$ cat src/rtl/uart_tx_fifo_if.sv
// Send-port bundle between the core (master) and the UART transmit FIFO (slave).
// Carries the byte/strobe pair plus the line and fill-state outputs.
interface uart_tx_fifo_if #(
   parameter int aw = 3
);
   logic [7:0]  denv;
   logic        wr;
   logic        tx;
   logic        busy;
   logic        full;
   logic        empty;
   logic [aw:0] count;
   logic        ovf;

   modport master (
      output denv, wr,
      input  tx, busy, full, empty, count, ovf
   );

   modport slave (
      input  denv, wr,
      output tx, busy, full, empty, count, ovf
   );
endinterface

$ cat src/rtl/uart_tx_fifo.sv
// 8N1 UART transmitter fed by a 2^aw-entry byte FIFO.
// All outputs are registered; a pop loads the shift register and starts a frame.
module uart_tx_fifo #(
   parameter int clk_freq = 50000000,
   parameter int baud     = 115200,
   parameter int aw       = 3
) (
   input  logic           clk,
   input  logic           rst,
   uart_tx_fifo_if.slave  bus
);
   localparam int div   = clk_freq / baud;
   localparam int depth = 1 << aw;
   localparam int cw    = (div > 1) ? $clog2(div) : 1;
   localparam logic [cw-1:0] div_last  = cw'(div - 1);
   localparam logic [aw:0]   depth_cnt = (aw + 1)'(depth);

   typedef enum logic [1:0] {IDLE, START, DATA, STOP} state_t;

   logic [7:0]    mem_q [depth];
   logic [aw-1:0] wr_ptr_q, wr_ptr_d;
   logic [aw-1:0] rd_ptr_q, rd_ptr_d;
   logic [aw:0]   count_q, count_d;
   logic          full_q, full_d;
   logic          empty_q, empty_d;
   logic          ovf_q, ovf_d;
   state_t        state_q, state_d;
   logic [cw-1:0] baud_q, baud_d;
   logic [2:0]    bit_q, bit_d;
   logic [7:0]    shift_q, shift_d;
   logic          tx_q, tx_d;
   logic          busy_q, busy_d;
   logic          push, pop, bit_end;

   always_comb begin
      push    = bus.wr && !full_q;
      bit_end = (baud_q == div_last);
      // A pop happens from IDLE, or straight out of the last STOP cycle for gapless frames
      pop     = !empty_q && ((state_q == IDLE) || ((state_q == STOP) && bit_end));

      wr_ptr_d = wr_ptr_q + aw'(push);
      rd_ptr_d = rd_ptr_q + aw'(pop);
      count_d  = count_q + (aw + 1)'(push) - (aw + 1)'(pop);
      full_d   = (count_d == depth_cnt);
      empty_d  = (count_d == '0);
      ovf_d    = ovf_q | (bus.wr & full_q);

      state_d = state_q;
      baud_d  = baud_q + cw'(1);
      bit_d   = bit_q;
      shift_d = shift_q;
      tx_d    = tx_q;
      busy_d  = busy_q;

      case (state_q)
         IDLE: begin
            baud_d = '0;
            tx_d   = 1'b1;
            busy_d = 1'b0;
            if (pop) begin
               state_d = START;
               shift_d = mem_q[rd_ptr_q];
               tx_d    = 1'b0;
               busy_d  = 1'b1;
            end
         end
         START: begin
            if (bit_end) begin
               state_d = DATA;
               baud_d  = '0;
               bit_d   = '0;
               tx_d    = shift_q[0];
               shift_d = {1'b0, shift_q[7:1]};
            end
         end
         DATA: begin
            if (bit_end) begin
               baud_d = '0;
               if (bit_q == 3'd7) begin
                  state_d = STOP;
                  tx_d    = 1'b1;
               end else begin
                  bit_d   = 3'(bit_q + 3'd1);
                  tx_d    = shift_q[0];
                  shift_d = {1'b0, shift_q[7:1]};
               end
            end
         end
         STOP: begin
            if (bit_end) begin
               baud_d = '0;
               if (pop) begin
                  state_d = START;
                  shift_d = mem_q[rd_ptr_q];
                  tx_d    = 1'b0;
               end else begin
                  state_d = IDLE;
                  tx_d    = 1'b1;
                  busy_d  = 1'b0;
               end
            end
         end
         default: begin
            state_d = IDLE;
            baud_d  = '0;
            tx_d    = 1'b1;
            busy_d  = 1'b0;
         end
      endcase
   end

   always_ff @(posedge clk) begin
      if (rst) begin
         wr_ptr_q <= '0;
         rd_ptr_q <= '0;
         count_q  <= '0;
         full_q   <= 1'b0;
         empty_q  <= 1'b1;
         ovf_q    <= 1'b0;
         state_q  <= IDLE;
         baud_q   <= '0;
         bit_q    <= '0;
         shift_q  <= '0;
         tx_q     <= 1'b1;
         busy_q   <= 1'b0;
      end else begin
         wr_ptr_q <= wr_ptr_d;
         rd_ptr_q <= rd_ptr_d;
         count_q  <= count_d;
         full_q   <= full_d;
         empty_q  <= empty_d;
         ovf_q    <= ovf_d;
         state_q  <= state_d;
         baud_q   <= baud_d;
         bit_q    <= bit_d;
         shift_q  <= shift_d;
         tx_q     <= tx_d;
         busy_q   <= busy_d;
      end
   end

   // Storage has no reset; only the pointers define which entries are valid
   always_ff @(posedge clk) begin
      if (!rst && push) begin
         mem_q[wr_ptr_q] <= bus.denv;
      end
   end

   assign bus.tx    = tx_q;
   assign bus.busy  = busy_q;
   assign bus.full  = full_q;
   assign bus.empty = empty_q;
   assign bus.count = count_q;
   assign bus.ovf   = ovf_q;
endmodule

$ cat src/flat_wrapper.sv
// flat-port wrapper written by rule: the top's interface ports become plain ports
module uart_tx_fifo_flat 
#(
   parameter int clk_freq = 50000000,
   parameter int baud     = 115200,
   parameter int aw       = 3
)
  (clk, rst, bus_denv, bus_wr, bus_tx, bus_busy, bus_full, bus_empty, bus_count, bus_ovf);
  uart_tx_fifo_if #(.aw(aw)) bus_i ();
  input  logic clk;
  input  logic rst;
  input wire logic [$bits(bus_i.denv)-1:0] bus_denv;
  input wire logic [$bits(bus_i.wr)-1:0] bus_wr;
  output wire logic [$bits(bus_i.tx)-1:0] bus_tx;
  output wire logic [$bits(bus_i.busy)-1:0] bus_busy;
  output wire logic [$bits(bus_i.full)-1:0] bus_full;
  output wire logic [$bits(bus_i.empty)-1:0] bus_empty;
  output wire logic [$bits(bus_i.count)-1:0] bus_count;
  output wire logic [$bits(bus_i.ovf)-1:0] bus_ovf;
  assign bus_i.denv = bus_denv;
  assign bus_i.wr = bus_wr;
  assign bus_tx = bus_i.tx;
  assign bus_busy = bus_i.busy;
  assign bus_full = bus_i.full;
  assign bus_empty = bus_i.empty;
  assign bus_count = bus_i.count;
  assign bus_ovf = bus_i.ovf;
  uart_tx_fifo #(.clk_freq(clk_freq), .baud(baud), .aw(aw)) u_core (.clk(clk), .rst(rst), .bus(bus_i));
endmodule
$ cat config.mk
export PLATFORM = sky130hd
export DESIGN_NAME = uart_tx_fifo_flat
export DESIGN_NICKNAME = d
export VERILOG_FILES = /design/src/rtl/uart_tx_fifo_if.sv /design/src/rtl/uart_tx_fifo.sv /design/src/flat_wrapper.sv
export SDC_FILE = /design/constraint.sdc
export NUM_CORES = 1
export LEC_CHECK = 0
export BUFFER_PORTS_ARGS = -buffer_cell sky130_fd_sc_hd__buf_4
export CORE_ASPECT_RATIO = 1.4
export CORE_UTILIZATION = 45
export DETAILED_ROUTE_END_ITERATION = 10
export PLACE_DENSITY_LB_ADDON = 0.12
export SYNTH_ARGS = -nofsm -noshare
export SYNTH_HDL_FRONTEND = slang
export SYNTH_SLANG_ARGS = --single-unit
$ cat constraint.sdc
create_clock -name clk -period 3.45 [get_ports clk]
set_input_delay 0.8625 -clock clk [delete_from_list [all_inputs] [get_ports clk]]
set_output_delay 0.8625 -clock clk [all_outputs]
set_load 0.1 [all_outputs]
==> flow_metrics.tcl, run 1 <==
set metrics [dict create \
    status "completed" \
    cts_tree "built" \
    end_kind "flip-flop" \
    path_buf_inv 3 \
    ys_async_sr_fraction_pct 0 \
    ys_warn_count 0 \
    drtAntennaViolNets 0 \
    root_buffer "clkbuf_16" \
    avgSynthCellArea_um2 14.2 \
    critPathTopFamily "adder cells" \
    clock_skew_ps 7.19 \
    finalMaxSlewViolations 0 \
    internal-power_uw 2540 \
    h-tree-depth 3 \
    cts_buffers 9 \
    period_needed_ps 2740 \
    pre_cts_slack_ps 677 \
    clockPowerShare_pct 26.9 \
    drt-pass1-iter-count 6 \
    wl_per_cell_um 16.6 \
    nets 359 \
    synth_nets 331 \
    row_count 41 \
    synth_cell_types 42 \
    grt.total_usage_pct 16.0 \
    worst_pin_slew_ps 764 \
    drv_cap 0 \
    p_sw_uw 1360 \
    r2r-start "u_core.baud_q[0]" \
    netlist_area_mm2 0.00429 \
    syn_to_final_growth_pct 13.9 \
    clk_latency_ps 330 \
    synth_ff_type "edfxtp_1" \
    p_per_area_mw_per_mm2 799 \
    drt-total-wl_um 7320 \
    rsz0062_at_grt "no" \
    relSlewSlack_pct 49.0 \
    hold_violations 0 \
    routed_via_density 5.39 \
    antenna_cells 0 \
    r2r_end "u_core.bus.empty" \
    hold_buffers 0 \
    synth_seq_cells 101 \
    drc 0 \
    cp_data_required_time_ps 3680 \
    startpoint "u_core.baud_q[0]" \
    crit_arrival_ps 2970 \
    cts_resized 0 \
    path_cells "ha_1 -> and4b_1 -> a31oi_1 -> nor2_1 -> ha_1 -> inv_1 -> ha_1 -> inv_1 -> fa_1 -> xor2_1 -> nand3b_1 -> inv_1 -> a21o_1" \
    setup_viol 0 \
    coreArea_mm2 0.00913 \
    clkTransAtPathRegs_ps 70 \
    ff2ff_path_depth 13 \
    fp.dieArea_mm2 0.00993 \
    syn_inst 302 \
    slowest_stage "dfxtp_1" \
    startpoint_type "flip-flop" \
    grt_pass1_vias 2339 \
    min_from "u_core.bit_q[1]" \
    antenna_found_initial 0 \
    cts_max_path_buffers 2 \
    timing.final.crit_share_pct 79.4 \
    start_util_pct 46.9 \
    clock-sinks 101 \
    dpl.hpwl_um 4880 \
    drive_gt1_share_pct 16.7 \
    grt_pass1_wl_um 12000 \
    peakVddDrop_v 0.000407 \
    final_core_util_pct 53.5 \
    hold_path_end "u_core.bit_q[1]" \
    design.portCount 20 \
    die_h_um 117 \
    fmaxAchievable_mhz 365 \
    p_seq_share_pct 39.4 \
    portBuffers 19 \
    critPathKind "flip-flop to flip-flop" \
    synth_edf_count 64 \
    gp_congestion 0.738 \
    setup_slack_ps 709 \
    drtIter0Drc 81 \
    pwr-share-comb_pct 33.7 \
    rrSetupSlack_ps 710 \
    swShare_pct 34.9 \
    overflow 0 \
    cpPeakStageDelay_ps 400 \
    hold_depth 2 \
    cts_setup_buffers 0 \
    hp-class "flip-flop to flip-flop" \
    vias 2381 \
    p_leak_uw 0.00176 \
    die_w_um 84.5 \
    cp_max_fo 7 \
    yosysSeqAreaShare_pct 62.1 \
    grt_max_degree 24 \
    setup-tns-final_ps 0 \
]
-- layout by cell type (no fill, tap or decap), types with 3 or more instances in the layout --
master / instances
xnor2_1: 9
edfxtp_1: 64
nand3_1: 8
buf_4: 29
dfxtp_1: 37
a21o_1: 4
nand2b_1: 4
mux4_1: 6
nor2b_1: 8
nor3_1: 6
nor2_1: 28
mux2i_1: 8
mux4_2: 10
a21oi_1: 7
inv_1: 16
clkbuf_16: 9
a22o_1: 7
o21ai_0: 9
ha_1: 17
a31oi_1: 3
nand2_1: 14
xor2_1: 3
-- power by group through the flow --
stage	combinational, uW	clock, uW	sequential (uW)
floorplan	798	0	1820
global placement	1310	0	1570
detailed placement	1330	0	1570
CTS	1330	1070	1540
global route	1440	1120	1560
finish	1310	1050	1540
-- logic make-up (layout without fill, tap and decap cells) --
| family | after synthesis | after routing | synth area share, % |
|---|---|---|---|
| flip-flops | 101 | 101 | 62.1 |
| AND/OR/NAND/NOR | 75 | 75 | 8.44 |
| AO/OA/AOI/OAI | 43 | 43 | 7.50 |
| buffers and inverters | 28 | 61 | 3.01 |
| multiplexers | 25 | 25 | 11.1 |
| adder cells (fa/ha/maj) | 18 | 18 | 5.43 |
| XOR/XNOR | 12 | 12 | 2.45 |
-- state kept, by name (all words and copies together), names as in the netlist --
| register | flops |
|---|---|
| u_core.baud_q | 9 |
| u_core.bus.count | 4 |
| u_core.rd_ptr_q | 3 |
| u_core.wr_ptr_q | 3 |
| u_core.bus.full | 1 |
| u_core.bus.ovf | 1 |
| u_core.bus.empty | 1 |
| u_core.bus.busy | 1 |
| u_core.state_q | 2 |
| u_core.bus.tx | 1 |
| u_core.bit_q | 3 |
| u_core.mem_q | 64 |
| u_core.shift_q | 8 |
-- metrics by stage --
stage	instance area [um^2]	hold slack, ps	power (uW)	instances
2_1_floorplan	4290	443	2620	302
3_3_place_gp	4570	451	2880	426
3_5_place_dp	4570	466	2890	426
4_1_cts	4880	475	3950	442
5_1_grt	4880	494	4120	442
6_report	4880	474	3900	442
-- tightest hold or removal path, stage by stage, from the launching register on --
cell and delay [ps]:
dfxtp_1 310, nand2b_1 60, a21oi_1 50
-- layer usage --
metal / wire (um) / GRT usage [%] / up-vias / part of all wire, %
met1: 3410 / 20.4 / 1180 / 47
met5: 0 / 0 / - / 0
met3: 140 / 3.37 / 6 / 1.9
li1: - / - / 1180 / -
met2: 3660 / 26.9 / 15 / 50
met4: 104 / 5.72 / 0 / 1.4
-- cell type report --
class	count	area, um^2
inverters	16	60.1
clock inverters	6	85.1
repair buffers	29	218
multi-input cells	173	1500
clock buffers	10	229
fillers	771	4250
flip-flops and latches	101	2660
well taps	107	134
-- worst max path at each step --
stage / slack, ps / cells past startpoint / endpoint
2_1_floorplan: 750 / 10 / u_core.bus.empty
3_3_place_gp: 800 / 13 / u_core.bus.empty
3_5_place_dp: 680 / 13 / u_core.bus.empty
4_1_cts: 680 / 13 / u_core.bus.empty
5_1_grt: 480 / 12 / u_core.bus.full
6_report: 710 / 13 / u_core.bus.empty
-- synth_stat cells, drive strengths merged (3+ instances only) --
cell | instances | share of area, %
a22o | 7 | 1.4
nand2b | 4 | 0.58
nand3 | 8 | 0.93
buf | 5 | 0.99
a21o | 4 | 0.70
ha | 17 | 5.0
inv | 16 | 1.4
a21oi | 7 | 0.82
nand2 | 14 | 1.2
xnor2 | 9 | 1.8
nor2 | 28 | 2.5
edfxtp | 64 | 45
xor2 | 3 | 0.61
o21ai | 9 | 1.1
a31oi | 3 | 0.44
clkbuf | 7 | 0.61
nor3 | 6 | 0.70
mux2i | 8 | 1.9
nor2b | 8 | 1.2
mux4 | 16 | 8.9
dfxtp | 37 | 17
(Power assumes the default switching activity.)
==> run 2: changes to the inputs <==
==> constraint.sdc (replaced) <==
create_clock -name clk -period 2.8 [get_ports clk]
set_input_delay 0.7 -clock clk [delete_from_list [all_inputs] [get_ports clk]]
set_output_delay 0.7 -clock clk [all_outputs]
set_load 0.1 [all_outputs]
==> run 2 against run 1 <==
Largest cell class unchanged. Combinational power rose by 25%. Via count fell by 0.71%. Sequential share of layout area hardly changed. Setup slack worse by 540 ps. Power grew 23%. Sequential power rose by 23%. Flip-flop and latch count is the same. Critical path depth increased by 1. Clock skew down 2.3 ps. Count of clock-buffer cells in the layout is 3 higher. Critical path type unchanged. Utilization hardly changed. Design area barely moved.
==> flow_metrics.tcl, run 2 (synthesized netlist as in run 1, its figures left out) <==
set metrics [dict create \
    vias 2364 \
    dp_cells 427 \
    cts_resized 0 \
    cts_tree "built" \
    cp_max_fo 4 \
    antenna_found_initial 0 \
    clkTransAtPathRegs_ps 60 \
    setup-tns-final_ps 0 \
    hold_path_end "u_core.bit_q[2]" \
    grt_pass1_wl_um 12200 \
    coreArea_mm2 0.00913 \
    row_count 41 \
    cts_setup_buffers 0 \
    grt_pass1_vias 2398 \
    ff2ff_path_depth 14 \
    clock_skew_ps 4.85 \
    antenna_cells 0 \
    p_seq_share_pct 39.6 \
    dpl.hpwl_um 4950 \
    hold_depth 2 \
    design.portCount 20 \
    worst_pin_slew_ps 603 \
    crit_arrival_ps 2870 \
    min_from "u_core.bit_q[2]" \
    drtAntennaViolNets 0 \
    pwr-share-comb_pct 34.2 \
    nets 360 \
    period_needed_ps 2630 \
    peakVddDrop_v 0.000491 \
    r2r-start "u_core.baud_q[1]" \
    clockPowerShare_pct 26.2 \
    top_register "u_core.mem_q" \
    rsz0062_at_grt "no" \
    instances_no_fill 443 \
    critPathKind "flip-flop to flip-flop" \
    path_buf_inv 4 \
    grt_max_degree 24 \
    path_common_cell "inv_1" \
    h-tree-depth 3 \
    drtIter0Drc 90 \
    gp_congestion 0.734 \
    r2r_end "u_core.bus.empty" \
    start_util_pct 46.9 \
    end_kind "flip-flop" \
    hp-class "flip-flop to flip-flop" \
    cts_max_path_buffers 2 \
    final_common_cell "edfxtp_1" \
    status "completed" \
    rrSetupSlack_ps 170 \
    p_sw_uw 1690 \
    largest_reg_flops 64 \
    p_leak_uw 0.00176 \
    fmaxAchievable_mhz 380 \
    setup_viol 0 \
    hold_buffers 0 \
    clock-sinks 101 \
    die_w_um 84.5 \
    root_buffer "clkbuf_16" \
    finalMaxSlewViolations 0 \
    timing.final.crit_share_pct 94.1 \
    drt-pass1-iter-count 4 \
    routed_via_density 5.34 \
    slowest_stage "fa_1" \
    critPathTopFamily "adder cells" \
    cts_buffers 9 \
    die_h_um 117 \
    placed_cell_area_mm2 0.00458 \
    cp_data_required_time_ps 3030 \
    hold_violations 0 \
    clk_latency_ps 340 \
    drive_gt1_share_pct 17.6 \
    p_per_area_mw_per_mm2 979 \
    final_area_mm2 0.00489 \
    overflow 0 \
    internal-power_uw 3100 \
    drc 0 \
    fp.dieArea_mm2 0.00993 \
    syn_to_final_growth_pct 14.0 \
    final_cell_mix "64 x edfxtp_1, 36 x dfxtp_1, 30 x buf_4, 27 x nor2_1, 17 x ha_1" \
    relSlewSlack_pct 59.8 \
    portBuffers 19 \
    path_cells "inv_1 -> ha_1 -> and4b_1 -> a31oi_1 -> nor2_2 -> ha_1 -> inv_1 -> ha_1 -> inv_1 -> fa_1 -> xor2_1 -> nand3b_1 -> inv_1 -> a21o_1" \
    drt-total-wl_um 7410 \
    startpoint_type "flip-flop" \
    drv_cap 0 \
    reg_top3 "u_core.mem_q: 64 flops, u_core.baud_q: 9 flops, u_core.shift_q: 8 flops" \
    swShare_pct 35.2 \
    cpPeakStageDelay_ps 380 \
    wl_per_cell_um 16.7 \
    grt.total_usage_pct 16.5 \
]
[run 2: cell types whose count changed in the layout (fill, tap and decap cells not counted), sizes merged]
| cell | previous run | this run |
|---|---|---|
| inv | 17 | 16 |
| buf | 29 | 30 |
| bufinv | 2 | 1 |
| clkbuf | 10 | 13 |
| clkinv | 1 | 0 |
[run 2: metrics by stage]
| step | hold WS, ps | worst slack, ps | power [uW] | utilization [%] |
|---|---|---|---|---|
| 2_1_floorplan | 443 | 103 | 3220 | - |
| 3_3_place_gp | 451 | 218 | 3550 | 50.1 |
| 3_5_place_dp | 464 | 161 | 3570 | 50.1 |
| 4_1_cts | 478 | 131 | 4830 | 53.5 |
| 5_1_grt | 494 | 7.99 | 5050 | 53.5 |
| 6_report | 474 | 165 | 4780 | 53.5 |
[run 2: worst register-to-register path: cells and delay by family (launching register included)]
| family | cells | cell delay (ps) |
|---|---|---|
| fa+ha+maj | 4 | 990 |
| simple gates | 3 | 390 |
| compound gates | 2 | 390 |
| flops | 1 | 370 |
| buf+inv | 4 | 230 |
| xor+xnor | 1 | 180 |
[run 2: area by class of cell]
class | count | area (um^2)
fillers | 780 | 4250
flip-flops and latches | 101 | 2660
multi-input cells | 173 | 1500
clock buffers | 13 | 260
repair buffers | 30 | 225
well taps | 107 | 134
inverters | 16 | 60.1
clock inverters | 3 | 45.0
[run 2: worst max-delay path by stage]
stage / to / startpoint / cells past startpoint / slack (ps)
6_report: u_core.bus.empty / u_core.baud_q[1] / 14 / 170
5_1_grt: u_core.bus.empty / u_core.baud_q[1] / 14 / 8
3_5_place_dp: u_core.bus.empty / u_core.baud_q[1] / 14 / 160
3_3_place_gp: u_core.bus.empty / u_core.baud_q[1] / 14 / 220
2_1_floorplan: u_core.bus.empty / u_core.bus.empty / 10 / 100
4_1_cts: u_core.bus.empty / u_core.baud_q[1] / 14 / 130
[run 2: layer usage]
| metal | track usage [%] | up-vias | share of wire (%) |
|---|---|---|---|
| met2 | 27.3 | 29 | 50 |
| met4 | 7.63 | 0 | 2.0 |
| li1 | - | 1182 | - |
| met1 | 21.0 | 1142 | 46 |
| met5 | 0 | - | 0 |
| met3 | 2.95 | 11 | 2.1 |
[run 2: power groups by stage]
| stage | registers (uW) | logic [uW] | clock network [uW] |
|---|---|---|---|
| after global placement | 1920 | 1630 | 0 |
| after detailed placement | 1920 | 1640 | 0 |
| after CTS | 1890 | 1650 | 1280 |
| after floorplan | 2240 | 983 | 0 |
| after global routing | 1920 | 1800 | 1330 |
| final | 1890 | 1640 | 1250 |
==> run 3: changes to the inputs <==
--- a/config.mk
+++ b/config.mk
@@ -6,7 +6,7 @@
 export NUM_CORES = 1
 export LEC_CHECK = 0
 export BUFFER_PORTS_ARGS = -buffer_cell sky130_fd_sc_hd__buf_4
-export CORE_ASPECT_RATIO = 1.4
+export CORE_ASPECT_RATIO = 0.9
 export CORE_UTILIZATION = 45
 export DETAILED_ROUTE_END_ITERATION = 10
 export PLACE_DENSITY_LB_ADDON = 0.12
==> constraint.sdc (replaced) <==
create_clock -name clk -period 2.8 [get_ports clk]
set_input_delay 0.7 -clock clk [delete_from_list [all_inputs] [get_ports clk]]
set_output_delay 0.7 -clock clk [all_outputs]
set_load 0.01 [all_outputs]
==> run 3 against run 2 <==
Sequential share of layout area increased by 0.58 points. Largest power group unchanged. Clock power shrank 14%. Count of clock-buffer cells in the layout fell by 3. Design area decreased by 1.0%. Flip-flop and latch count unchanged. Highest routed layer unchanged. Critical path depth down 2. Global-route usage shrank 0.085 points. Routed wire length is 0.80% higher. Register-to-register slack is essentially flat.
==> flow_metrics.tcl, run 3 (synthesized netlist as in run 1, its figures left out) <==
set metrics [dict create \
    cts_max_path_buffers 2 \
    largest_reg_flops 64 \
    worst_hold_slack_ps 479 \
    routed_via_density 5.24 \
    grt_pass1_wl_um 12100 \
    clk_latency_ps 350 \
    portBuffers 19 \
    antenna_cells 0 \
    final_area_mm2 0.00483 \
    hold_violations 0 \
    cts_tree "built" \
    fp.dieArea_mm2 0.00992 \
    clock_skew_ps 11.0 \
    fmaxAchievable_mhz 380 \
    path_buf_inv 3 \
    p_per_area_mw_per_mm2 878 \
    period_needed_ps 2630 \
    vias 2393 \
    drtAntennaViolNets 0 \
    drv_cap 0 \
    rrSetupSlack_ps 170 \
    reg_top3 "u_core.mem_q: 64 flops, u_core.baud_q: 9 flops, u_core.shift_q: 8 flops" \
    slowest_stage "and4bb_1" \
    final_common_cell "edfxtp_1" \
    drt-pass1-iter-count 4 \
    root_buffer "clkbuf_8" \
    peakVddDrop_v 0.000612 \
    clock-sinks 101 \
    hp-class "flip-flop to flip-flop" \
    nets 360 \
    drtIter0Drc 110 \
    overflow 0 \
    die_h_um 94.6 \
    path_common_cell "inv_1" \
    wl_per_cell_um 16.3 \
    grt_max_degree 24 \
    die_w_um 105 \
    end_kind "flip-flop" \
    drt-total-wl_um 7470 \
    start_util_pct 46.8 \
    cp.depth 12 \
    finalMaxSlewViolations 0 \
    grt.total_usage_pct 16.4 \
    cpPeakStageDelay_ps 430 \
    coreArea_mm2 0.00917 \
    ff2ff_path_depth 12 \
    cts_buffers 9 \
    path_cells "and4bb_1 -> a31oi_1 -> nor2_2 -> ha_1 -> inv_1 -> ha_1 -> inv_1 -> fa_1 -> xor2_1 -> nand3b_1 -> inv_1 -> a21o_1" \
    dpl.hpwl_um 4890 \
    cp_max_fo 7 \
    relSlewSlack_pct 57.7 \
    timing.final.crit_share_pct 93.9 \
    final_cell_mix "64 x edfxtp_1, 36 x dfxtp_1, 30 x buf_4, 27 x nor2_1, 17 x ha_1" \
    crit_arrival_ps 2890 \
    gp_congestion 0.694 \
    status "completed" \
    hold_buffers 0 \
    drc 0 \
    hold_depth 2 \
    syn_to_final_growth_pct 12.8 \
    top_register "u_core.mem_q" \
    critPathTopFamily "adder cells" \
    antenna_found_initial 0 \
    row_count 33 \
    h-tree-depth 3 \
    cp_data_required_time_ps 3060 \
    setup_viol 0 \
    design.portCount 20 \
    drive_gt1_share_pct 17.6 \
    p_leak_uw 0.00174 \
    worst_pin_slew_ps 634 \
    clkTransAtPathRegs_ps 90 \
    grt_pass1_vias 2302 \
    setup-tns-final_ps 0 \
    startpoint_type "flip-flop" \
    critPathKind "flip-flop to flip-flop" \
    placed_cell_area_mm2 0.00460 \
]
[run 3: changes by cell type in the layout (fill, tap and decap cells not counted)]
| cell | delta |
|---|---|
| bufinv_16 | +2 |
| clkbuf_8 | +7 |
| inv_6 | +2 |
| clkinvlp_4 | -2 |
| clkbuf_16 | -9 |
| clkbuf_1 | -1 |
[run 3: per-layer routing]
metal	track usage, %	part of all wire, %	routed length [um]	up-vias
met5	0	0	0	-
met4	4.58	1.0	76	0
met3	3.80	2.8	210	6
met2	25.9	47	3470	37
met1	22.9	50	3710	1174
li1	-	-	-	1176
[run 3: per-stage QoR]
step / std cells / setup slack, ps / utilization, % / power (uW)
after global placement: 442 / 214 / 50.1 / 3190
after detailed placement: 442 / 176 / 50.1 / 3210
after CTS: 457 / 154 / 52.7 / 4280
after global routing: 457 / -14.8 / 52.7 / 4500
after floorplan: 302 / 218 / - / 2870
final: 457 / 170 / 52.7 / 4250
[run 3: cell type report]
type,count,area (um^2)
Clock buffer,10,128
Sequential cell,101,2660
Fill cell,827,4330
Inverter,16,60.1
Tap cell,122,153
Timing Repair Buffer,30,225
Multi-Input combinational cell,173,1500
Clock inverter,5,108
[run 3: final timing paths]
| kind | from | to |
|---|---|---|
| max | u_core.baud_q[2] | u_core.bus.empty |
| min | u_core.bit_q[2] | u_core.bit_q[2] |
| max reg2reg | u_core.baud_q[2] | u_core.bus.empty |
| min reg2reg | u_core.bit_q[2] | u_core.bit_q[2] |
[run 3: worst min-delay path, delay by kind of cell (launching register included)]
kind | cells | cell delay (ps)
AND/OR/NAND/NOR | 1 | 70
flip-flops | 1 | 320
AO/OA/AOI/OAI | 1 | 50
[run 3: what timing repair did]
action                                  4_1_cts  5_1_grt
buffers inserted                              0        0
endpoints found under the setup margin        0        2
resized for setup                             0        2
[run 3: power by group]
part           total (uW)  switching [uW]  leakage (uW)  internal (uW)
clock network        1070             471      0.000117            596
logic                1300             705      0.000741            598
registers            1870             127      0.000881           1750
total                4250            1300       0.00174           2940
